$ cat src/rtl/ysyx_25040129_idu_operand_stage_if.sv
// rtl/ysyx_25040129_idu_operand_stage_if.sv - decode-side and EXU-side handshake bundle for the operand stage
interface ysyx_25040129_idu_operand_stage_if #(
    parameter int XLEN      = 32,
    parameter int REG_AW    = 4,
    parameter int PAYLOAD_W = 64
);
    // decode -> stage
    logic                 in_valid;
    logic                 in_ready;
    logic [REG_AW-1:0]    in_rs1;
    logic [REG_AW-1:0]    in_rs2;
    logic                 in_rs1_used;
    logic                 in_rs2_used;
    logic [REG_AW-1:0]    in_rd;
    logic                 in_rd_we;
    logic [PAYLOAD_W-1:0] in_payload;

    // stage -> EXU
    logic                 out_valid;
    logic                 out_ready;
    logic [XLEN-1:0]      out_src1;
    logic [XLEN-1:0]      out_src2;
    logic [REG_AW-1:0]    out_rd;
    logic                 out_rd_we;
    logic [PAYLOAD_W-1:0] out_payload;

    // the environment around the stage: drives decoded instructions, consumes issued ones
    modport master (
        output in_valid, in_rs1, in_rs2, in_rs1_used, in_rs2_used, in_rd, in_rd_we, in_payload,
        input  in_ready,
        input  out_valid, out_src1, out_src2, out_rd, out_rd_we, out_payload,
        output out_ready
    );

    // the operand stage itself
    modport slave (
        input  in_valid, in_rs1, in_rs2, in_rs1_used, in_rs2_used, in_rd, in_rd_we, in_payload,
        output in_ready,
        output out_valid, out_src1, out_src2, out_rd, out_rd_we, out_payload,
        input  out_ready
    );
endinterface

$ cat src/rtl/ysyx_25040129_idu_operand_stage.sv
// rtl/ysyx_25040129_idu_operand_stage.sv - operand resolve, RAW hazard check and issue buffer between decode and EXU
module ysyx_25040129_idu_operand_stage #(
    parameter int XLEN        = 32,
    parameter int REG_AW      = 4,
    parameter int NUM_FWD     = 3,
    parameter int DEPTH       = 2,
    parameter int PAYLOAD_W   = 64,
    parameter int STALL_LIMIT = 255
) (
    input  logic                      clk,
    input  logic                      rst_n,
    ysyx_25040129_idu_operand_stage_if.slave bus,
    input  logic [XLEN-1:0]           rf_rdata1,
    input  logic [XLEN-1:0]           rf_rdata2,
    input  logic [NUM_FWD*REG_AW-1:0] fwd_rd,
    input  logic [NUM_FWD-1:0]        fwd_we,
    input  logic [NUM_FWD-1:0]        fwd_data_valid,
    input  logic [NUM_FWD*XLEN-1:0]   fwd_data,
    input  logic                      flush,
    output logic [7:0]                stall_cycles,
    output logic                      stall_timeout
);
    localparam int PW = (DEPTH > 1) ? $clog2(DEPTH) : 1;
    localparam int CW = $clog2(DEPTH + 1);

    // issue buffer storage; vld_q marks occupied slots so the scoreboard only sees live entries
    logic [XLEN-1:0]      src1_q    [DEPTH];
    logic [XLEN-1:0]      src2_q    [DEPTH];
    logic [REG_AW-1:0]    rd_q      [DEPTH];
    logic                 rd_we_q   [DEPTH];
    logic [PAYLOAD_W-1:0] payload_q [DEPTH];
    logic                 vld_q     [DEPTH];

    logic [PW-1:0] head_q, head_d;
    logic [PW-1:0] tail_q, tail_d;
    logic [CW-1:0] count_q, count_d;
    logic [7:0]    stall_q, stall_d;

    // per-source view: index 0 = rs1, index 1 = rs2
    logic [REG_AW-1:0] src_idx [2];
    logic [XLEN-1:0]   src_rf  [2];
    logic [XLEN-1:0]   src_val [2];
    logic [XLEN-1:0]   fwd_sel [2];
    logic [1:0]        src_used;
    logic [1:0]        src_hz;
    logic [1:0]        buf_hit;
    logic [1:0]        fwd_hit;
    logic [1:0]        fwd_dv_sel;

    logic hazard;
    logic in_ready_w;
    logic out_valid_w;
    logic push;
    logic pop;

    function automatic logic [PW-1:0] ptr_inc(input logic [PW-1:0] p);
        return (p == PW'(DEPTH - 1)) ? '0 : p + PW'(1);
    endfunction

    assign src_idx[0] = bus.in_rs1;
    assign src_idx[1] = bus.in_rs2;
    assign src_rf[0]  = rf_rdata1;
    assign src_rf[1]  = rf_rdata2;
    assign src_used   = {bus.in_rs2_used, bus.in_rs1_used};

    // Resolve each source: any live buffer writer of rs is younger than every channel, so it wins as a hazard;
    // otherwise the lowest-numbered matching channel decides between forwarding and stalling.
    always_comb begin
        for (int s = 0; s < 2; s++) begin
            buf_hit[s]    = 1'b0;
            fwd_hit[s]    = 1'b0;
            fwd_dv_sel[s] = 1'b0;
            fwd_sel[s]    = '0;
            src_val[s]    = src_rf[s];
            src_hz[s]     = 1'b0;
            for (int i = 0; i < DEPTH; i++) begin
                if (vld_q[i] && rd_we_q[i] && (rd_q[i] == src_idx[s])) begin
                    buf_hit[s] = 1'b1;
                end
            end
            for (int c = NUM_FWD - 1; c >= 0; c--) begin
                if (fwd_we[c] && (fwd_rd[c*REG_AW +: REG_AW] == src_idx[s])) begin
                    fwd_hit[s]    = 1'b1;
                    fwd_dv_sel[s] = fwd_data_valid[c];
                    fwd_sel[s]    = fwd_data[c*XLEN +: XLEN];
                end
            end
            if (src_used[s] && (src_idx[s] != '0)) begin
                if (buf_hit[s]) begin
                    src_hz[s] = 1'b1;
                end else if (fwd_hit[s]) begin
                    if (fwd_dv_sel[s]) begin
                        src_val[s] = fwd_sel[s];
                    end else begin
                        src_hz[s] = 1'b1;
                    end
                end
            end
        end
    end

    assign hazard      = bus.in_valid & (src_hz[0] | src_hz[1]);
    assign out_valid_w = (count_q != '0);
    assign in_ready_w  = (count_q != CW'(DEPTH)) & ~hazard & ~flush;
    assign push        = bus.in_valid & in_ready_w;
    assign pop         = out_valid_w & bus.out_ready;

    // Next-state for pointers, occupancy and the stall counter; flush overrides everything
    always_comb begin
        head_d  = head_q;
        tail_d  = tail_q;
        count_d = count_q;
        stall_d = stall_q;
        if (flush) begin
            head_d  = '0;
            tail_d  = '0;
            count_d = '0;
            stall_d = '0;
        end else begin
            if (push) begin
                tail_d = ptr_inc(tail_q);
            end
            if (pop) begin
                head_d = ptr_inc(head_q);
            end
            case ({push, pop})
                2'b10:   count_d = count_q + CW'(1);
                2'b01:   count_d = count_q - CW'(1);
                default: count_d = count_q;
            endcase
            if (!bus.in_valid || push) begin
                stall_d = '0;
            end else if (hazard && (stall_q != 8'(STALL_LIMIT))) begin
                stall_d = stall_q + 8'd1;
            end
        end
    end

    // State registers and buffer writes; reset clears payload storage so the outputs read zero
    always_ff @(posedge clk or negedge rst_n) begin
        if (!rst_n) begin
            head_q  <= '0;
            tail_q  <= '0;
            count_q <= '0;
            stall_q <= '0;
            for (int i = 0; i < DEPTH; i++) begin
                src1_q[i]    <= '0;
                src2_q[i]    <= '0;
                rd_q[i]      <= '0;
                rd_we_q[i]   <= 1'b0;
                payload_q[i] <= '0;
                vld_q[i]     <= 1'b0;
            end
        end else begin
            head_q  <= head_d;
            tail_q  <= tail_d;
            count_q <= count_d;
            stall_q <= stall_d;
            if (flush) begin
                for (int i = 0; i < DEPTH; i++) begin
                    vld_q[i] <= 1'b0;
                end
            end else begin
                if (push) begin
                    src1_q[tail_q]    <= src_val[0];
                    src2_q[tail_q]    <= src_val[1];
                    rd_q[tail_q]      <= bus.in_rd;
                    rd_we_q[tail_q]   <= bus.in_rd_we;
                    payload_q[tail_q] <= bus.in_payload;
                    vld_q[tail_q]     <= 1'b1;
                end
                if (pop) begin
                    vld_q[head_q] <= 1'b0;
                end
            end
        end
    end

    assign bus.in_ready    = in_ready_w;
    assign bus.out_valid   = out_valid_w;
    assign bus.out_src1    = src1_q[head_q];
    assign bus.out_src2    = src2_q[head_q];
    assign bus.out_rd      = rd_q[head_q];
    assign bus.out_rd_we   = rd_we_q[head_q];
    assign bus.out_payload = payload_q[head_q];
    assign stall_cycles    = stall_q;
    assign stall_timeout   = (stall_q == 8'(STALL_LIMIT));
endmodule

$ cat src/flat_wrapper.sv
// flat-port wrapper written by rule: the top's interface ports become plain ports
module ysyx_25040129_idu_operand_stage_flat 
#(
    parameter int XLEN        = 32,
    parameter int REG_AW      = 4,
    parameter int NUM_FWD     = 3,
    parameter int DEPTH       = 2,
    parameter int PAYLOAD_W   = 64,
    parameter int STALL_LIMIT = 255
)
  (clk, rst_n, rf_rdata1, rf_rdata2, fwd_rd, fwd_we, fwd_data_valid, fwd_data, flush, stall_cycles, stall_timeout, bus_in_valid, bus_in_rs1, bus_in_rs2, bus_in_rs1_used, bus_in_rs2_used, bus_in_rd, bus_in_rd_we, bus_in_payload, bus_in_ready, bus_out_valid, bus_out_src1, bus_out_src2, bus_out_rd, bus_out_rd_we, bus_out_payload, bus_out_ready);
  ysyx_25040129_idu_operand_stage_if #(.XLEN(XLEN), .REG_AW(REG_AW), .PAYLOAD_W(PAYLOAD_W)) bus_i ();
  input  logic clk;
  input  logic rst_n;
  input  logic [XLEN-1:0] rf_rdata1;
  input  logic [XLEN-1:0] rf_rdata2;
  input  logic [NUM_FWD*REG_AW-1:0] fwd_rd;
  input  logic [NUM_FWD-1:0] fwd_we;
  input  logic [NUM_FWD-1:0] fwd_data_valid;
  input  logic [NUM_FWD*XLEN-1:0] fwd_data;
  input  logic flush;
  output logic [7:0] stall_cycles;
  output logic stall_timeout;
  input wire logic [$bits(bus_i.in_valid)-1:0] bus_in_valid;
  input wire logic [$bits(bus_i.in_rs1)-1:0] bus_in_rs1;
  input wire logic [$bits(bus_i.in_rs2)-1:0] bus_in_rs2;
  input wire logic [$bits(bus_i.in_rs1_used)-1:0] bus_in_rs1_used;
  input wire logic [$bits(bus_i.in_rs2_used)-1:0] bus_in_rs2_used;
  input wire logic [$bits(bus_i.in_rd)-1:0] bus_in_rd;
  input wire logic [$bits(bus_i.in_rd_we)-1:0] bus_in_rd_we;
  input wire logic [$bits(bus_i.in_payload)-1:0] bus_in_payload;
  output wire logic [$bits(bus_i.in_ready)-1:0] bus_in_ready;
  output wire logic [$bits(bus_i.out_valid)-1:0] bus_out_valid;
  output wire logic [$bits(bus_i.out_src1)-1:0] bus_out_src1;
  output wire logic [$bits(bus_i.out_src2)-1:0] bus_out_src2;
  output wire logic [$bits(bus_i.out_rd)-1:0] bus_out_rd;
  output wire logic [$bits(bus_i.out_rd_we)-1:0] bus_out_rd_we;
  output wire logic [$bits(bus_i.out_payload)-1:0] bus_out_payload;
  input wire logic [$bits(bus_i.out_ready)-1:0] bus_out_ready;
  assign bus_i.in_valid = bus_in_valid;
  assign bus_i.in_rs1 = bus_in_rs1;
  assign bus_i.in_rs2 = bus_in_rs2;
  assign bus_i.in_rs1_used = bus_in_rs1_used;
  assign bus_i.in_rs2_used = bus_in_rs2_used;
  assign bus_i.in_rd = bus_in_rd;
  assign bus_i.in_rd_we = bus_in_rd_we;
  assign bus_i.in_payload = bus_in_payload;
  assign bus_in_ready = bus_i.in_ready;
  assign bus_out_valid = bus_i.out_valid;
  assign bus_out_src1 = bus_i.out_src1;
  assign bus_out_src2 = bus_i.out_src2;
  assign bus_out_rd = bus_i.out_rd;
  assign bus_out_rd_we = bus_i.out_rd_we;
  assign bus_out_payload = bus_i.out_payload;
  assign bus_i.out_ready = bus_out_ready;
  ysyx_25040129_idu_operand_stage #(.XLEN(XLEN), .REG_AW(REG_AW), .NUM_FWD(NUM_FWD), .DEPTH(DEPTH), .PAYLOAD_W(PAYLOAD_W), .STALL_LIMIT(STALL_LIMIT)) u_core (.clk(clk), .rst_n(rst_n), .bus(bus_i), .rf_rdata1(rf_rdata1), .rf_rdata2(rf_rdata2), .fwd_rd(fwd_rd), .fwd_we(fwd_we), .fwd_data_valid(fwd_data_valid), .fwd_data(fwd_data), .flush(flush), .stall_cycles(stall_cycles), .stall_timeout(stall_timeout));
endmodule
$ cat config.mk
export PLATFORM = sky130hd
export DESIGN_NAME = ysyx_25040129_idu_operand_stage_flat
export DESIGN_NICKNAME = d
export VERILOG_FILES = /design/src/rtl/ysyx_25040129_idu_operand_stage_if.sv /design/src/rtl/ysyx_25040129_idu_operand_stage.sv /design/src/flat_wrapper.sv
export SDC_FILE = /design/constraint.sdc
export NUM_CORES = 1
export LEC_CHECK = 0
export ABC_AREA = 0
export BUFFER_PORTS_ARGS = -buffer_cell sky130_fd_sc_hd__buf_4
export CAP_MARGIN = 25
export CORE_MARGIN = 10
export CORE_UTILIZATION = 48
export DETAILED_ROUTE_END_ITERATION = 10
export HOLD_SLACK_MARGIN = 0.02
export PLACE_DENSITY = 0.81
export SYNTH_ARGS = -nofsm -noshare
export SYNTH_HDL_FRONTEND = slang
export SYNTH_SLANG_ARGS = --single-unit
$ cat constraint.sdc
create_clock -name clk -period 2.6 [get_ports clk]
set_input_delay 0.13 -clock clk [delete_from_list [all_inputs] [get_ports clk]]
set_output_delay 0.13 -clock clk [all_outputs]
set_load 0.03 [all_outputs]
# Word level (Yosys, flattened, before mapping)
# Cells that the tools add are included.
# word_totals
out_inout_bits	144
ff_bits	280
elab_cells	163
# op_classes
reduce_logical	27
mux	83
n_addsub	5
n_lt_le_gt_ge	4
n_eq_ne	15
bitwise_logic	13
# ops
cell	count
$mux 32	21
$mux 64	4
$bwmux 128	1
$bwmux 64	2
$demux 64 s1	1
$eq 4x4->1	10
$mux 1	35
$demux 32 s1	1
$mux 8	3
$logic_and 1x1->1	17
$mux 4	4
$mux 2	5
$add 8x1->8 const B	1
$bwmux 8	1
$eq 8x8->1 const B	1
$ne 8x8->1 const B	1
$reduce_bool 4->1	2
$reduce_bool 2->1	3
$reduce_bool 3->1	2
$and 1x1->1	5
$demux 4 s1	1
$ge 2x2->1 const B	2
$lt 2x1->1 const B	2
$not 1->2	2
other kinds (17)	20

# Depth between registers and ports, before layout
# Gate-level depths: netlist of run 1.
# depth
word_depth	20
depth_mapped	14
depth_no_buf	8

# Least setup slack after synthesis of run 1
# Ideal clock, no wire load.
# synth_timing
kind	input -> register
startpoint	input port bus_in_rs1[1]
endpoint	register u_core.payload_q[108] in the netlist's numbering
slack_ns	-0.020
required_time_ns	2.472
setup_ns	0.128
path_buffers	5
arrival_ns	2.492
path_stages	12
cell_sequence	buf_2 xnor2_2 nand2_1 and4bb_1 buf_2 a311oi_1 a221o_1 or4_1 buf_2 buf_6 buf_6 mux2_1
# synth_via
elab_chain_cells	16
elab_cells_between_ends	31
cone_classes	eq/ne (5); mux (12); bitwise (6); reduce/logical (8)
# synth_rtl
item	line_no	rtl
from (decl)	flat_wrapper.sv:25	input wire logic [$bits(bus_i.in_rs1)-1:0] bus_in_rs1;
$eq 4x4->1	ysyx_25040129_idu_operand_stage.sv:82	if (fwd_we[c] && (fwd_rd[c*REG_AW +: REG_AW] == src_idx[s])) begin
$logic_and 1x1->1	ysyx_25040129_idu_operand_stage.sv:82	
$mux 1 (3 in series)	ysyx_25040129_idu_operand_stage.sv:82	
$mux 1	ysyx_25040129_idu_operand_stage.sv:92	if (fwd_dv_sel[s]) begin
$mux 1	ysyx_25040129_idu_operand_stage.sv:91	end else if (fwd_hit[s]) begin
$mux 1	ysyx_25040129_idu_operand_stage.sv:89	if (buf_hit[s]) begin
$mux 1 (*)	ysyx_25040129_idu_operand_stage.sv:88	if (src_used[s] && (src_idx[s] != '0)) begin
$or 1x1->1 (*)	ysyx_25040129_idu_operand_stage.sv:102	assign hazard = bus.in_valid & (src_hz[0] | src_hz[1]);
$and 1x1->1 (*)	ysyx_25040129_idu_operand_stage.sv:102	
$not 1->1 (*)	ysyx_25040129_idu_operand_stage.sv:104	assign in_ready_w = (count_q != CW'(DEPTH)) & ~hazard & ~flush;
$and 1x1->1 (*) (2 in series)	ysyx_25040129_idu_operand_stage.sv:104	
$and 1x1->1 (*)	ysyx_25040129_idu_operand_stage.sv:105	assign push = bus.in_valid & in_ready_w;
$reduce_and 2->1 (no line) (*)	--	
to (signal, indexed assignment)	ysyx_25040129_idu_operand_stage.sv:169	payload_q[tail_q] <= bus.in_payload;
to (decl)	ysyx_25040129_idu_operand_stage.sv:31	logic [PAYLOAD_W-1:0] payload_q [DEPTH];
# Mark *: on every way between the ends. The rest lies on a longest branch, timed or not.
# A chain may end at the register's enable or synchronous reset.

# Worst setup path in the final report of run 1
# layout_timing
startpoint	register u_core.rd_q[7] in the netlist's numbering
endpoint	register u_core.payload_q[102] in the netlist's numbering
# layout_via
elab_chain_cells	13
elab_cells_between_ends	19
cone_classes	eq/ne (2); mux (8); bitwise (6); reduce/logical (3)
# layout_rtl
item	line_no	rtl
from (decl)	ysyx_25040129_idu_operand_stage.sv:29	logic [REG_AW-1:0] rd_q [DEPTH];
from (signal, indexed assignment)	ysyx_25040129_idu_operand_stage.sv:167	rd_q[tail_q] <= bus.in_rd;
$eq 4x4->1	ysyx_25040129_idu_operand_stage.sv:77	if (vld_q[i] && rd_we_q[i] && (rd_q[i] == src_idx[s])) begin
$logic_and 1x1->1	ysyx_25040129_idu_operand_stage.sv:77	
$mux 1 (2 in series)	ysyx_25040129_idu_operand_stage.sv:77	
$mux 1	ysyx_25040129_idu_operand_stage.sv:89	
$mux 1	ysyx_25040129_idu_operand_stage.sv:88	
$or 1x1->1 (*)	ysyx_25040129_idu_operand_stage.sv:102	
$and 1x1->1 (*)	ysyx_25040129_idu_operand_stage.sv:102	
$not 1->1 (*)	ysyx_25040129_idu_operand_stage.sv:104	
$and 1x1->1 (*) (2 in series)	ysyx_25040129_idu_operand_stage.sv:104	
$and 1x1->1 (*)	ysyx_25040129_idu_operand_stage.sv:105	
$reduce_and 2->1 (no line) (*)	--	
# Marked as above.

==> metrics.yaml, run 1 <==
gr-total-overflow: 0
yosysWarningCount: 0
synth_top_area_share_pct: 47.2
critPathSlowestCell: "or4_4"
min_period_ns: 2.79
swShare_pct: 34.3
start_util_pct: 48.5
antenna_found_initial: 3
synthMuxAreaShare_pct: 28.9
crit_fanout: 10
yosysUniqueCellTypes: 48
nets: 2136
skew_ns: 0.0134
critPathMostFrequentCell: "buf_6"
synth_compound_area_share_pct: 11.8
setup_violations: 236
final_util_pct: 72.2
fp.dieW_um: 196
slew_headroom_pct: 47.7
die_y_um: 196
worst_slack_ns: -0.190
place_ws_ns: -0.177
num_rows: 64
p_per_area_mw_per_mm2: 831
status: "complete, but fails checks"
synth-seq-cells: 280
dr.pass1.iters: 7
synthSimpleGateAreaFrac_pct: 5.75
synth-xor-area-share_pct: 2.59
drive_gt1_share_pct: 48.2
synth_top_family_by_area: "multiplexers"
tightest_slew_ns: 0.785
drc: 0
num_io_pins: 406
synth_enable_flop_cells: 0
cts_tree: "yes"
p_comb_share_pct: 38.1
grtUsageTotal_pct: 27.7
synth.area.top_cells: "dfrtp_1, mux2_2, mux2_4, nand2_1, o21ai_0"
cap_violations: 0
synth_fa_ha_area_share_pct: 0.0843
clockBufferDepth: 3
finalInstanceArea_mm2: 0.0221
finalPower_uw: 18300
synthArstFlopShare_pct: 100
path_cells: "xor2_1 > nor3_1 > nand4_1 > o21ai_2 > a221o_1 > buf_6 > or4_4 > buf_12 > buf_6 > mux2_4"
crit_path_end_kind: "flip-flop"
placed_cell_area_mm2: 0.0190
gpl.final_weighted_congestion: 0.872
place_hpwl_um: 36400
hold_viol: 0
coreArea_mm2: 0.0306
leakage_uw: 0.0103
drt_iter0_drc: 884
clock.fmax_mhz: 358
violations: "setup timing"
ant_nets: 0
syn-num-nets: 1520
post_drt_via_cell_ratio: 5.81
sequentialPowerShare_pct: 35.7
slowest_delay_ns: 0.60
rsz0062_at_grt: "true"
startpoint_type: "flip-flop"
cts_buffers: 30
netlist_instances: 1257
maxSlewViolCount: 0
worstSetupPathType: "reg2reg"
intPower_uw: 12100
ir_worst_vdd_mv: 0.536
port_buffers: 405
htree_levels: 1
clk_pin_slew_worst_paths_ns: 0.06
grt_pass1_vias: 14468
die-area_mm2: 0.0384
synth_flop_cell: "dfrtp_1"
netlist_area_mm2: 0.0148
fillers: 1888
grt_start_max_net_pins: 93
cts_num_sinks: 280
hp-class: "in2reg"
syn2layout_area_growth_pct: 48.8
netlist.top_cell.by_area: "dfrtp_1"
synth_seq_area_share_pct: 47.2
critPathRequiredTime_ns: 3.04
wirelength_um: 55600
timing.hold.ws_ns: 0.0267
cts-root-buf: "clkbuf_16"
num_vias: 13331
syn_avg_cell_area_um2: 11.8
grt_pass1_wl_um: 85000
switchingPower_uw: 6290
cp.arrival_ns: 3.23
wire_per_inst_um: 24.2
clk_latency_ns: 0.56
power_frac_clock_pct: 26.2
period_share_pct: 107
-- power by group through the flow --
stage                     logic, uW  clock network, uW  registers (uW)
after floorplan                4230                  0            6230
after global placement         6430                  0            6410
after detailed placement       6560                  0            6510
after CTS                      6910               4790            6470
after global routing           7390               5020            6680
final                          7000               4800            6550
-- critical path, delay by kind of cell (launching register included) --
family | cells | cell delay, ns
mux | 1 | 0.31
simple gates | 3 | 0.78
xor+xnor | 1 | 0.21
buf+inv | 3 | 0.50
flops | 1 | 0.42
compound gates | 2 | 0.44
-- metrics by stage --
| step | instances | setup TNS [ns] |
|---|---|---|
| finish | 2294 | -28.67 |
| global route | 2293 | -47.76 |
| CTS | 2287 | -25.37 |
| detailed placement | 2066 | -25.65 |
| global placement | 2066 | -15.53 |
| floorplan | 1257 | 0 |
-- cells by family after synthesis --
logic type                 after synthesis
xor gates and xnor gates                43
muxes                                  367
DFF                                    280
adders and majority gates                1
AOI/OAI and AO/OA                      264
and+or+nand+nor                        194
buffers and inverters                  108
-- state kept, by name, summed over array words and instances (netlist names) --
register	cells
u_core.src1_q	64
u_core.payload_q	128
u_core.count_q	2
u_core.rd_q	8
u_core.head_q	1
u_core.stall_cycles	8
u_core.rd_we_q	2
u_core.tail_q	1
u_core.vld_q	2
u_core.src2_q	64
-- path summary, 6_finish.rpt --
kind	startpoint	end	slack [ns]	cells after the start
worst max-delay path	u_core.rd_q[7]	u_core.payload_q[102]	-0.19	10
worst min-delay path	fwd_data[12]	u_core.src2_q[12]	0.03	5
worst max register to register	u_core.rd_q[7]	u_core.payload_q[102]	-0.19	10
worst min register to register	u_core.src2_q[0]	u_core.src2_q[0]	0.47	2
max in group asynchronous	rst_n	u_core.src1_q[2]	1.50	3
min in group asynchronous	rst_n	u_core.payload_q[49]	0.18	2
-- final cells by class --
cell class                 instances  area [um^2]  share of cell area (%)
inverter                           7         26.3                   0.119
timing repair buffer             685         6050                    27.4
clock buffer                      39          856                    3.87
multi-input combinational        869         7400                    33.5
sequential                       280         7010                    31.7
antenna                            1         2.50                  0.0113
tap                              396          495                    2.24
clock inverter                    17          249                    1.13
-- layout by cell type, fill, tap and decap left out, drive strengths merged, types with 3 or more instances in the layout --
cell         instances
buf                532
mux2               335
dfrtp              280
dlygate4sd3        150
nand2              138
o21ai              105
a21oi               45
clkbuf              40
a221o               34
a22oi               33
mux2i               32
o2bb2ai             32
xnor2               25
xor2                18
nand3                9
inv                  9
nor2                 9
nand4                8
clkinv               8
nor3                 7
bufinv               6
or4                  5
or3                  4
a311oi               4
and3                 3
o31ai                3
-- layer usage --
metal	GRT usage [%]	wire length, um	vias to the layer above
li1	-	-	5826
met1	32.7	21300	6552
met2	47.7	27200	761
met3	7.60	5000	188
met4	9.25	2050	4
met5	0	27	-
-- synthesized netlist by cell type (2+ instances only) --
cell / count
o21ai_1: 28
nor3_1: 6
or2_2: 2
nand2_1: 138
mux2_4: 54
mux2i_1: 32
nand3_1: 9
nor2_1: 8
o31ai_1: 3
xnor2_1: 24
and3_1: 3
o41ai_1: 2
xor2_1: 18
nand4_1: 8
a22oi_1: 33
buf_2: 25
a221o_1: 34
buf_6: 13
mux2_2: 248
nand2b_1: 2
nor2b_1: 2
o2bb2ai_1: 32
mux2_1: 33
clkbuf_1: 59
a311oi_1: 4
or3_1: 4
o21ai_0: 77
inv_1: 7
a21oi_1: 45
o41a_1: 2
buf_1: 3
dfrtp_1: 280
or4_1: 4
-- timing repair --
| item | 4_1_cts | 5_1_grt |
|---|---|---|
| hold buffers | 150 | 0 |
| endpoints found under the setup margin | 171 | 272 |
| pin swaps | 5 | 3 |
| setup buffers | 8 | 5 |
| endpoints found under the hold margin | 357 | 0 |
| gates cloned | 7 | 1 |
| gates resized for setup | 27 | 15 |
(Power assumes the default switching activity.)
==> run 2, diff against run 1 <==
--- a/config.mk
+++ b/config.mk
@@ -13,6 +13,8 @@
 export DETAILED_ROUTE_END_ITERATION = 10
 export HOLD_SLACK_MARGIN = 0.02
 export PLACE_DENSITY = 0.81
+export RECOVER_POWER = 50
+export REMOVE_ABC_BUFFERS = 1
 export SYNTH_ARGS = -nofsm -noshare
 export SYNTH_HDL_FRONTEND = slang
 export SYNTH_SLANG_ARGS = --single-unit
==> metrics.yaml, run 2 (same netlist as run 1, synthesis figures left out) <==
drc: 0  # unchanged
leakage_uw: 0.0102  # -1.2%
switchingPower_uw: 6260  # -0.52%
crit_end: "u_core.src1_q[18]"
drive_gt1_share_pct: 48.6  # +0.34 points
use_met2_pct: 46.2  # -1.5 points
syn2layout_area_growth_pct: 47.0
timing.hold.ws_ns: 0.0291  # +0.00248 ns
ir_worst_vdd_mv: 0.650  # +21%
slowest_delay_ns: 0.55  # -0.05 ns
hp-class: "in2reg"
worstSetupPathType: "reg2reg"
die-area_mm2: 0.0384  # unchanged
min_from: "fwd_data[3]"
cts_tree: "yes"
htree_levels: 1  # unchanged
clk_latency_ns: 0.57  # about the same
maxSlewViolCount: 0  # unchanged
worst_slack_ns: -0.143  # +0.0470 ns
critPathBufInv: 4  # +1
met3_usage_pct: 5.93  # -1.7 points
violations: "setup timing"
clockBufferDepth: 3  # unchanged
setup_violations: 234  # -0.85%
nets: 2097  # -1.8%
fp.dieW_um: 196  # unchanged
cts_buffers: 31  # +3.3%
regArea_mm2: 0.00701  # unchanged
drt_iter0_drc: 1113  # +26%
post_drt_via_cell_ratio: 5.89  # +1.3%
sequentialPowerShare_pct: 35.7  # about the same
wire_per_inst_um: 24.9  # +2.8%
start_util_pct: 48.5  # unchanged
grt_start_max_net_pins: 100  # +7.5%
crit_path_end_kind: "flip-flop"
cp_top_family: "buffers and inverters"
gpl.final_weighted_congestion: 0.876  # +0.47%
hold_viol: 0  # unchanged
rrSetupSlack_ns: -0.14  # +0.05 ns
p_comb_share_pct: 38.0  # about the same
largest_reg_flops: 128  # unchanged
placed_cell_area_mm2: 0.0186  # -2.0%
clock.fmax_mhz: 365  # +1.7%
grt_pass1_wl_um: 83500  # -1.8%
grtUsageTotal_pct: 27.1  # -0.60 points
r2r-start: "u_core.rd_q[6]"
cts-root-buf: "clkbuf_16"
crit_fanout: 40  # +30
period_share_pct: 105  # -1.8 points
ant_nets: 0  # unchanged
final_cell_mix: "buf_4, dfrtp_1, mux2_2"
slew_headroom_pct: 10.4  # -37 points
num_vias: 13296  # -0.26%
r2r_cells: 10  # unchanged
coreArea_mm2: 0.0306  # unchanged
reg2reg_to: "u_core.src1_q[18]"
critPathSlowestCell: "or4_4"
num_io_pins: 406  # unchanged
top_register: "u_core.payload_q"
p_per_area_mw_per_mm2: 842  # +1.4%
tightest_slew_ns: 1.34  # +0.560 ns
multi_input_comb_area_mm2: 0.00752  # +1.7%
grt_pass1_vias: 14531  # +0.44%
path_depth: 10  # unchanged
gr-total-overflow: 0  # unchanged
critPathRequiredTime_ns: 3.04  # about the same
num_rows: 64  # unchanged
finalInstanceArea_mm2: 0.0218  # -1.2%
intPower_uw: 12100  # +0.54%
skew_ns: 0.0209  # +0.00748 ns
reg_top3: "u_core.payload_q x128, u_core.src1_q x64, u_core.src2_q x64"
power_frac_clock_pct: 26.3  # about the same
cp.arrival_ns: 3.18  # -0.05 ns
place_ws_ns: -0.0793  # +0.0976 ns
antenna_found_initial: 3  # unchanged
cts_num_sinks: 280  # unchanged
worstSetupStartpoint: "u_core.rd_q[6]"
final_common_cell: "buf_4"
min_period_ns: 2.74  # -0.0470 ns
clk_pin_slew_worst_paths_ns: 0.06  # about the same
final_util_pct: 71.3  # -0.86 points
top_usage_layer: "met2"
swShare_pct: 34.1  # -0.24 points
status: "complete, but fails checks"
cap_violations: 0  # unchanged
path_cells: "buf_4 > xnor2_1 > nand4_1 > o41ai_2 > a221o_1 > buf_6 > or4_4 > buf_12 > clkbuf_16 > mux2_2"
dr.pass1.iters: 5  # -2
grt.met1_usage_pct: 32.4  # -0.32 points
wirelength_um: 56300  # +1.2%
startpoint_type: "flip-flop"
place_hpwl_um: 35300  # -3.0%
die_y_um: 196  # unchanged
port_buffers: 405  # unchanged
rsz0062_at_grt: "true"
fillers: 1952  # +3.4%
[run 2: changes by cell type in the layout (fill, tap and decap cells not counted), moves of 9 or more]
cell	before	now
buf_4	489	456
o21ai_1	34	23
mux2_4	60	79
mux2_1	28	9
buf_6	12	3
buf_12	22	12
[run 2: per-stage QoR]
step / power, uW / std cells / setup TNS (ns)
final: 18400 / 2258 / -16.84
after global routing: 19100 / 2258 / -36.50
after CTS: 18200 / 2249 / -12.41
after detailed placement: 13000 / 2024 / -5.20
after global placement: 12700 / 2024 / -3.17
after floorplan: 10500 / 1156 / -1689.15
[run 2: worst min path at each step]
stage / cells past startpoint / slack [ns] / endpoint
detailed placement: 1 / 0.24 / u_core.payload_q[49]
global route: 3 / 0.03 / u_core.src1_q[35]
floorplan: 0 / -0.17 / u_core.count_q[0]
finish: 5 / 0.03 / u_core.src2_q[35]
global placement: 1 / 0.23 / u_core.payload_q[117]
CTS: 3 / 0.02 / u_core.src1_q[35]
[run 2: power by group through the flow]
stage / Combinational (uW) / Sequential (uW) / Clock (uW)
floorplan: 4150 / 6310 / 0
global placement: 6310 / 6400 / 0
detailed placement: 6440 / 6520 / 0
CTS: 6820 / 6470 / 4880
global route: 7350 / 6690 / 5100
finish: 6990 / 6560 / 4830
[run 2: area by class of cell]
cell class | instances | share of cell area [%]
Antenna cell | 3 | 0.0344
Inverter | 7 | 0.120
Clock buffer | 39 | 3.88
Multi-Input combinational cell | 869 | 34.5
Tap cell | 396 | 2.27
Sequential cell | 280 | 32.1
Timing Repair Buffer | 645 | 25.8
Clock inverter | 19 | 1.31
[run 2: worst min-delay path, cell delays in order]
cell	delay, ns
buf_4	0.09
nand2_1	0.04
o21ai_0	0.07
mux2i_1	0.09
o21ai_1	0.12
[run 2: what timing repair did]
| item | CTS | global route |
|---|---|---|
| hold buffers | 154 | 0 |
| endpoints found under the setup margin | 84 | 276 |
| pin swaps | 11 | 5 |
| gates resized for setup | 24 | 30 |
| setup buffers | 7 | 2 |
| hold endpoints to repair | 360 | 0 |
| cloned | 6 | 4 |
[run 2: layer usage]
layer  up-vias  wire length, um
met3       163             4750
met1      6621            21600
met4         0             2260
met2       756            27700
met5         -                0
li1       5756                -
